## config.mk

```make
export PLATFORM = sky130hd
export DESIGN_NAME = rf_writeback_unit
export DESIGN_NICKNAME = d
export VERILOG_FILES = /design/src/rtl/rf_writeback_unit.sv
export SDC_FILE = /design/constraint.sdc
export NUM_CORES = 1
export LEC_CHECK = 0
export CAP_MARGIN = 15
export CORE_ASPECT_RATIO = 2
export CORE_UTILIZATION = 43
export CTS_CLUSTER_SIZE = 12
export DETAILED_ROUTE_END_ITERATION = 10
export DONT_BUFFER_PORTS = 1
export GPL_ROUTABILITY_DRIVEN = 0
export HOLD_SLACK_MARGIN = 0.12
export PLACE_DENSITY_LB_ADDON = 0.08
export REMOVE_ABC_BUFFERS = 1
export SKIP_LAST_GASP = 1
export SYNTH_ARGS = -nofsm -noshare
export SYNTH_HDL_FRONTEND = slang
export SYNTH_SLANG_ARGS = --single-unit
export TNS_END_PERCENT = 20
```

## constraint.sdc

```tcl
create_clock -name clk -period 2.6 [get_ports clk]
set_input_delay 0.26 -clock clk [delete_from_list [all_inputs] [get_ports clk]]
set_output_delay 0.26 -clock clk [all_outputs]
set_load 0.01 [all_outputs]
```

## src/rtl/rf_writeback_unit.sv

```systemverilog
// Register-file write-back initiator: two producer FIFOs, a round-robin
// arbiter onto a single registered write port, and a per-register busy
// scoreboard for the issue stage.

module rf_wb_fifo #(
   parameter int WIDTH = 37,
   parameter int DEPTH = 2
) (
   input  logic             clk,
   input  logic             areset,
   input  logic             push,
   input  logic [WIDTH-1:0] push_entry,
   input  logic             pop,
   output logic             full,
   output logic             not_empty,
   output logic [WIDTH-1:0] head
);
   localparam int PW = $clog2(DEPTH);
   localparam int CW = PW + 1;
   localparam logic [CW-1:0] DEPTH_C = CW'(DEPTH);

   logic [WIDTH-1:0] ram [DEPTH];
   logic [PW-1:0]    wptr;
   logic [PW-1:0]    rptr;
   logic [CW-1:0]    count;

   // entry storage; contents are don't-care until pushed
   always_ff @(posedge clk) begin
      if (push) ram[wptr] <= push_entry;
   end

   // pointers wrap naturally because DEPTH is a power of two
   always_ff @(posedge clk or posedge areset) begin
      if (areset) begin
         wptr  <= '0;
         rptr  <= '0;
         count <= '0;
      end else begin
         if (push) wptr <= wptr + PW'(1);
         if (pop)  rptr <= rptr + PW'(1);
         count <= count + CW'(push) - CW'(pop);
      end
   end

   assign full      = (count == DEPTH_C);
   assign not_empty = (count != '0);
   assign head      = ram[rptr];
endmodule

module rf_writeback_unit #(
   parameter int XLEN           = 32,
   parameter int REG_ADDR_WIDTH = 5,
   parameter int REG_COUNT      = 32,
   parameter int FIFO_DEPTH     = 2
) (
   input  logic                      clk,
   input  logic                      areset,
   input  logic                      alu_valid,
   output logic                      alu_ready,
   input  logic [REG_ADDR_WIDTH-1:0] alu_rd,
   input  logic [XLEN-1:0]           alu_data,
   input  logic                      mem_valid,
   output logic                      mem_ready,
   input  logic [REG_ADDR_WIDTH-1:0] mem_rd,
   input  logic [XLEN-1:0]           mem_data,
   input  logic                      iss_valid,
   input  logic [REG_ADDR_WIDTH-1:0] iss_rd,
   input  logic [REG_ADDR_WIDTH-1:0] chk_addr0,
   input  logic [REG_ADDR_WIDTH-1:0] chk_addr1,
   output logic                      chk_busy0,
   output logic                      chk_busy1,
   output logic                      wr_en,
   output logic [REG_ADDR_WIDTH-1:0] wr_addr,
   output logic [XLEN-1:0]           wdata,
   output logic                      idle
);
   localparam int EW = REG_ADDR_WIDTH + XLEN;

   typedef enum logic {
      SRC_ALU = 1'b0,
      SRC_MEM = 1'b1
   } src_e;

   logic                      alu_full, alu_ne, mem_full, mem_ne;
   logic [EW-1:0]             alu_head, mem_head, sel_entry;
   logic                      alu_push, mem_push, pop_alu, pop_mem, any_pop;
   logic [REG_ADDR_WIDTH-1:0] sel_rd;
   logic [XLEN-1:0]           sel_data;
   src_e                      last_grant;
   logic [REG_COUNT-1:0]      busy, busy_nxt;

   // ready is forced low during reset and ignores a same-cycle pop
   assign alu_ready = ~alu_full & ~areset;
   assign mem_ready = ~mem_full & ~areset;
   assign alu_push  = alu_valid & alu_ready;
   assign mem_push  = mem_valid & mem_ready;

   rf_wb_fifo #(.WIDTH(EW), .DEPTH(FIFO_DEPTH)) u_alu_fifo (
      .clk        (clk),
      .areset     (areset),
      .push       (alu_push),
      .push_entry ({alu_rd, alu_data}),
      .pop        (pop_alu),
      .full       (alu_full),
      .not_empty  (alu_ne),
      .head       (alu_head)
   );

   rf_wb_fifo #(.WIDTH(EW), .DEPTH(FIFO_DEPTH)) u_mem_fifo (
      .clk        (clk),
      .areset     (areset),
      .push       (mem_push),
      .push_entry ({mem_rd, mem_data}),
      .pop        (pop_mem),
      .full       (mem_full),
      .not_empty  (mem_ne),
      .head       (mem_head)
   );

   // round-robin: on contention the source not granted last time wins
   always_comb begin
      pop_alu   = alu_ne & (~mem_ne | (last_grant == SRC_MEM));
      pop_mem   = mem_ne & ~pop_alu;
      any_pop   = pop_alu | pop_mem;
      sel_entry = pop_alu ? alu_head : mem_head;
      sel_rd    = sel_entry[EW-1:XLEN];
      sel_data  = sel_entry[XLEN-1:0];
   end

   // grant history and registered write port; x0 pops are dropped here
   always_ff @(posedge clk or posedge areset) begin
      if (areset) begin
         last_grant <= SRC_ALU;
         wr_en      <= 1'b0;
         wr_addr    <= '0;
         wdata      <= '0;
      end else begin
         if (pop_alu)      last_grant <= SRC_ALU;
         else if (pop_mem) last_grant <= SRC_MEM;
         wr_en <= any_pop & (sel_rd != '0);
         if (any_pop && (sel_rd != '0)) begin
            wr_addr <= sel_rd;
            wdata   <= sel_data;
         end
      end
   end

   // scoreboard update: a same-cycle issue to the written register wins
   always_comb begin
      busy_nxt = busy;
      for (int i = 1; i < REG_COUNT; i++) begin
         if (wr_en && (wr_addr == REG_ADDR_WIDTH'(i)))     busy_nxt[i] = 1'b0;
         if (iss_valid && (iss_rd == REG_ADDR_WIDTH'(i)))  busy_nxt[i] = 1'b1;
      end
      busy_nxt[0] = 1'b0;
   end

   // scoreboard state
   always_ff @(posedge clk or posedge areset) begin
      if (areset) busy <= '0;
      else        busy <= busy_nxt;
   end

   // queries see the registered bits only, no bypass of a pending clear
   assign chk_busy0 = (int'(chk_addr0) < REG_COUNT) ? busy[chk_addr0] : 1'b0;
   assign chk_busy1 = (int'(chk_addr1) < REG_COUNT) ? busy[chk_addr1] : 1'b0;

   assign idle = ~alu_ne & ~mem_ne & ~wr_en;
endmodule

```

After elaboration in Yosys (flattened, before gate mapping)
Memories as Yosys holds them, arrays and structs flattened.
Cells that the tools add are included.
{ "totals": {"regBits": 78, "latch_bits": 0, "ramBits": 148, "rom_bits": 0, "n_memories": 2} }
{ "mem_list": {"columns": ["memory", "depth", "width", "read_ports", "rd_clocked_by_memory_dff", "wr", "line_no", "rtl"], "rows": [
  ["u_alu_fifo.ram", 2, 37, 1, 0, 1, "22", "logic [WIDTH-1:0] ram [DEPTH];"],
  ["u_mem_fifo.ram", 2, 37, 1, 0, 1, "22", null]
]} }
{ "op_classes": {"add_sub_neg": 8, "mul": 0, "div": 0, "n_lt_le_gt_ge": 2, "eq_ne": 64, "n_shift": 0, "mux": 73, "n_bitwise": 18, "reduce_logical": 98} }
{ "op_table": {"columns": ["operator", "count"], "rows": [
  ["5-bit == test (second input constant)", 32],
  ["5-bit by 4-bit == test with 1-bit output (second input constant)", 16],
  ["1-bit 2-to-1 mux", 70],
  ["2-bit nonzero test", 34],
  ["1-bit logical AND", 63],
  ["5-bit by 3-bit == test with 1-bit output (second input constant)", 8],
  ["37-bit 2-to-1 mux", 1],
  ["5-bit by 2-bit == test with 1-bit output (second input constant)", 4],
  ["5-bit by 6-bit less-than comparator with 1-bit output (second input constant)", 2],
  ["1-bit binary-select mux with 5-bit select", 2],
  ["5-bit by 1-bit == test with 1-bit output (second input constant)", 2],
  ["1-bit AND", 9],
  ["1-bit NOT", 7],
  ["5-bit nonzero test", 1],
  ["1-bit adder (second input constant)", 4],
  ["2-bit by 1-bit adder with 2-bit output", 2],
  ["2-bit == test (second input constant)", 2],
  ["2-bit by 1-bit subtractor with 2-bit output", 2],
  ["1-bit OR", 2]
]} }

Depth between registers and ports, before layout
{ "depth": {"word_depth": 8, "ltp_mapped": 8} }

By module
A second synthesis with hierarchy kept.
{ "unflattened": {"hier_cells": 691, "area_unflattened_um2": 9751.9} }
{ "by_module_without_submodules": {"columns": ["module", "instances", "cells_each", "area_each_um2", "seq_area_each_um2"], "rows": [
  ["rf_wb_fifo", 2, 131, 2955.3, 2322.2],
  ["rf_writeback_unit", 1, 429, 3841.2, 1751.7]
]} }

Worst setup path after synthesis
OpenSTA, ideal clock, no wires.
{ "synth_path": {"kind": "reg2reg", "from": "register u_mem_fifo.count[1]", "to": "memory u_mem_fifo.ram[0][0], enable pin", "setup_time_ns": 0.431, "arrival_ns": 2.448, "t_required_ns": 2.169, "setup_slack_ns": -0.280, "stages_incl_launch_ff": 4, "n_path_buf": 0, "period_less_slack_ns": 2.880, "cell_sequence": "dfrtp_1 -> a21oi_1 -> nand2_1 -> nor2_1"} }
{ "synth_between": {"elab_chain_len": 6} }
{ "synth_lines": {"columns": ["item", "line_no", "rtl"], "rows": [
  ["from (decl)", "25", "logic [CW-1:0] count;"],
  ["from (signal assigned)", "41", "count <= count + CW'(push) - CW'(pop);"],
  ["2-bit == test", "45", "assign full = (count == DEPTH_C);"],
  ["1-bit NOT", "94", "assign mem_ready = ~mem_full & ~areset;"],
  ["1-bit AND", "94", null],
  ["via mem_ready", "63", "output logic mem_ready,"],
  ["1-bit AND", "96", "assign mem_push = mem_valid & mem_ready;"],
  ["1-bit 2-to-1 mux", "29", "if (push) ram[wptr] <= push_entry;"],
  ["1-bit 2-to-1 mux (implied by the code)", "29", null],
  ["to (decl)", "22", null]
]} }
The timed path passes the listed nets, and every way through them passes these cells.

Worst setup path in the final report
{ "layout_path": {"from": "memory u_alu_fifo.ram[0][34]", "to": "register wdata[11]"} }
{ "layout_between": {"elab_chain_len": 4} }
{ "layout_lines": {"columns": ["item", "line_no", "rtl"], "rows": [
  ["from (decl)", "22", null],
  ["memory 2 x 37 bit", null, null],
  ["37-bit 2-to-1 mux", "125", "sel_entry = pop_alu ? alu_head : mem_head;"],
  ["5-bit nonzero test", "141", "if (any_pop && (sel_rd != '0)) begin"],
  ["1-bit logical AND", "141", null],
  ["to (signal assigned)", "143", "wdata <= sel_data;"],
  ["to (decl)", "74", "output logic [XLEN-1:0] wdata,"]
]} }
Every way passes these cells.
A chain may end at the register's enable or synchronous reset.

==> results.md <==
* Outcome: finished, final reports clean
* Uppermost layer routed: met4
* Mean area per synthesized cell at between 15 and 20 um2
* Clk_lat worst skew at roughly 490 ps
* DRT Wirelength at around 22000 um
* Crit path cell chain: or4_4, o32a_2, a22o_2, o221a_1
* CTS tree: built
* Period minus WS final at 2320 ps
* Most used DFF post-synth: edfxtp_1
* CP endpoint kind: flip-flop
* Final core utilization at 0.531
* Met1 wire length at 7460 um
* Buffers on Ports at 0
* Post-synthesis sequential area ratio at 0.687
* Max-slew violation count at 0
* Met2 WL at roughly 13000 um
* Max-Cap Viols at 0
* Area after DPL at between 0.009 and 0.01 mm2
* Crit path launch type: flip-flop
* Post-DP HPWL at ~15000 um
* Nets at 793
* Top-level I/O count at approximately 140
* WL met3 at about 1100 um
* Distinct cells, synth at 42
* Slew HR at 0.389
* TritonCTS Buffers at 22
* Power per Cell Area at about 1100 mW/mm2
* ANT cells at 0
* Unrepaired setup endpoints after global routing: false
* Top cells by area, synth: edfxtp_1 (48%), dfrtp_1 (21%), mux2i_1 (5.2%)
* Largest net degree at the start of global routing at 54
* Leading area contributor after synthesis: edfxtp_1
* CP arrival at roughly 2700 ps
* DRT antenna net count at 0
* Synth top area share at 0.477
* Drt first pass iters at 5
* Reg2Reg Depth at 4
* Rows at 75
* Hold Path Depth at 3
* H-Tree Depth at 1
* Max VDD drop at slightly below 0.8 mV
* Number of warnings issued by yosys at 0
* Clk_skew at 14.2 ps
* Final Cell Area at between 0.01 and 0.015 mm2
* Crit share post-route at 0.893
* Leak Pwr at roughly 4.0 nW
* Total clock sinks at ~230
* Root buf cell: clkbuf_16
* Die Ht at 210 um
* CP peak stage delay at between 500 and 600 ps
* Commonest cells post-synth: edfxtp_1 (148), dfrtp_1 (78), o21ai_0 (65)
* Critical-path top delay cell: or4_4
* Top-count cell post-synth: edfxtp_1
* First-pass GRT wire length at between 30000 and 40000 um
* Setup TNS at 0 ps
* Die width at 106 um
* DRC viols at 0
* Post-Syn Instances at between 500 and 600
* Vias in the first global route at 6109
* Core box area at 0.0211 mm2
* FF+latch count, synth at around 230
* Gr ovfl total at 0
* Asr flop ratio synth at 0.345
* Share of layout cells above drive strength 1 at 0.145
* Global-route usage over all layers at 0.206
* Number of DRC markers in iteration 0 at roughly 260
* Initial antenna violation count at 0
* Die area at 0.0223 mm2
* Worst Max-Slew Pin Slew at 916 ps
* Final routed wire length divided by cell count at 22.9 um
* Worst Setup Path Type: flip-flop to flip-flop
* Final setup viols at 0
* Mapped Area at between 0.009 and 0.01 mm2
* DR vias/cell at 5.70
* Resize count post-CTS at 0
* Syn-to-layout area delta at 20.5%
* Highest clock rate at roughly 0.43 GHz
* Crit path max fanout at 37
* Clock buffer depth at 3
* Final hold vios at 0
* Vias at 5595
* Hold/Removal Path Class: input pin to flip-flop
* Worst-path clk slew at 60 ps
* EDFF count, synth at about 150
* WP data required at approximately 3000 ps
* Starting density of the core at 0.441
## timing repair
item | in CTS | in global routing
hold buffers | 88 | 0
endpoints found under the hold margin | 261 | 0
buffers inserted | 0 | 0
## final timing paths
| check | start | end | slack [ps] |
|---|---|---|---|
| worst max-delay path | u_alu_fifo.ram[0][34]$_DFFE_PP_ | wdata[11]$_DFFE_PP0P_ | 280 |
| worst min-delay path | areset | u_mem_fifo.wptr$_DFFE_PP0N_ | 160 |
| worst max register to register | u_alu_fifo.ram[0][34]$_DFFE_PP_ | wdata[11]$_DFFE_PP0P_ | 280 |
| worst min register to register | busy[22]$_DFFE_PP0P_ | busy[22]$_DFFE_PP0P_ | 540 |
| max in group asynchronous | areset | wdata[21]$_DFFE_PP0P_ | 1680 |
| min in group asynchronous | areset | u_mem_fifo.count[1]$_DFF_PP0_ | 250 |
## where the power goes
| group | internal [mW] | leakage (nW) | switching (mW) |
|---|---|---|---|
| Sequential | 4.83 | 2.24 | 0.848 |
| Combinational | 1.77 | 1.42 | 2.01 |
| Clock | 1.65 | 0.304 | 1.26 |
| Total | 8.25 | 3.97 | 4.12 |
## per-stage QoR
step / hold slack [ps] / total power, mW / worst slack, ps / std cells
3_5_place_dp: 183 / 9.43 / 293 / 853
5_1_grt: 179 / 13.0 / 178 / 981
2_1_floorplan: 359 / 8.11 / -960 / 569
6_report: 160 / 12.4 / 277 / 981
4_1_cts: 163 / 12.5 / 287 / 981
3_3_place_gp: 168 / 9.27 / 327 / 853
## logic make-up (layout without fill, tap and decap cells)
| logic type | Yosys count | in the layout | synth area share |
|---|---|---|---|
| flops | 226 | 226 | 0.687 |
| compound gates | 115 | 115 | 0.0892 |
| simple gates | 112 | 112 | 0.0666 |
| mux | 97 | 97 | 0.127 |
| buf+inv | 39 | 152 | 0.0200 |
| xor+xnor | 7 | 7 | 0.00658 |
| fa+ha+maj | 3 | 3 | 0.00403 |
## worst max-delay path, delay by kind of cell (launching register included)
family / cells / cell delay [ps]
simple gates: 1 / 540
flops: 1 / 390
compound gates: 3 / 1250
## layer usage
metal  track usage  up-vias
li1              -     2546
met1         0.201     2843
met2         0.414      166
met3        0.0371       40
met4        0.0766        0
met5             0        -
## layout make-up
cell class | instances | area [um2]
fill | 1777 | 9900
sequential | 226 | 6400
multi-input combinational | 334 | 2750
timing repair buffer | 103 | 1060
clock buffer | 40 | 639
tap | 269 | 337
inverter | 9 | 35.0
## cell usage in the layout (no fill, tap or decap), types with 9 or more instances in the layout
| master | count |
|---|---|
| buf_4 | 10 |
| clkbuf_1 | 17 |
| clkbuf_16 | 23 |
| dfrtp_1 | 76 |
| dlygate4sd3_1 | 88 |
| edfxtp_1 | 148 |
| mux2_2 | 36 |
| mux2i_1 | 48 |
| mux4_2 | 13 |
| nand2_1 | 13 |
| nand2b_1 | 9 |
| nand3_1 | 42 |
| o21ai_0 | 65 |
| o221a_1 | 35 |
## sequential cells by signal, indices dropped and copies added, names as in the netlist
register          cells
wdata                32
busy                 31
u_alu_fifo.wptr       1
u_alu_fifo.ram       74
u_mem_fifo.ram       74
u_mem_fifo.wptr       1
wr_addr               5
wr_en                 1
u_mem_fifo.count      2
u_alu_fifo.rptr       1
last_grant            1
u_mem_fifo.rptr       1
u_alu_fifo.count      2
Note: power is estimated with default switching activity, not from simulation.
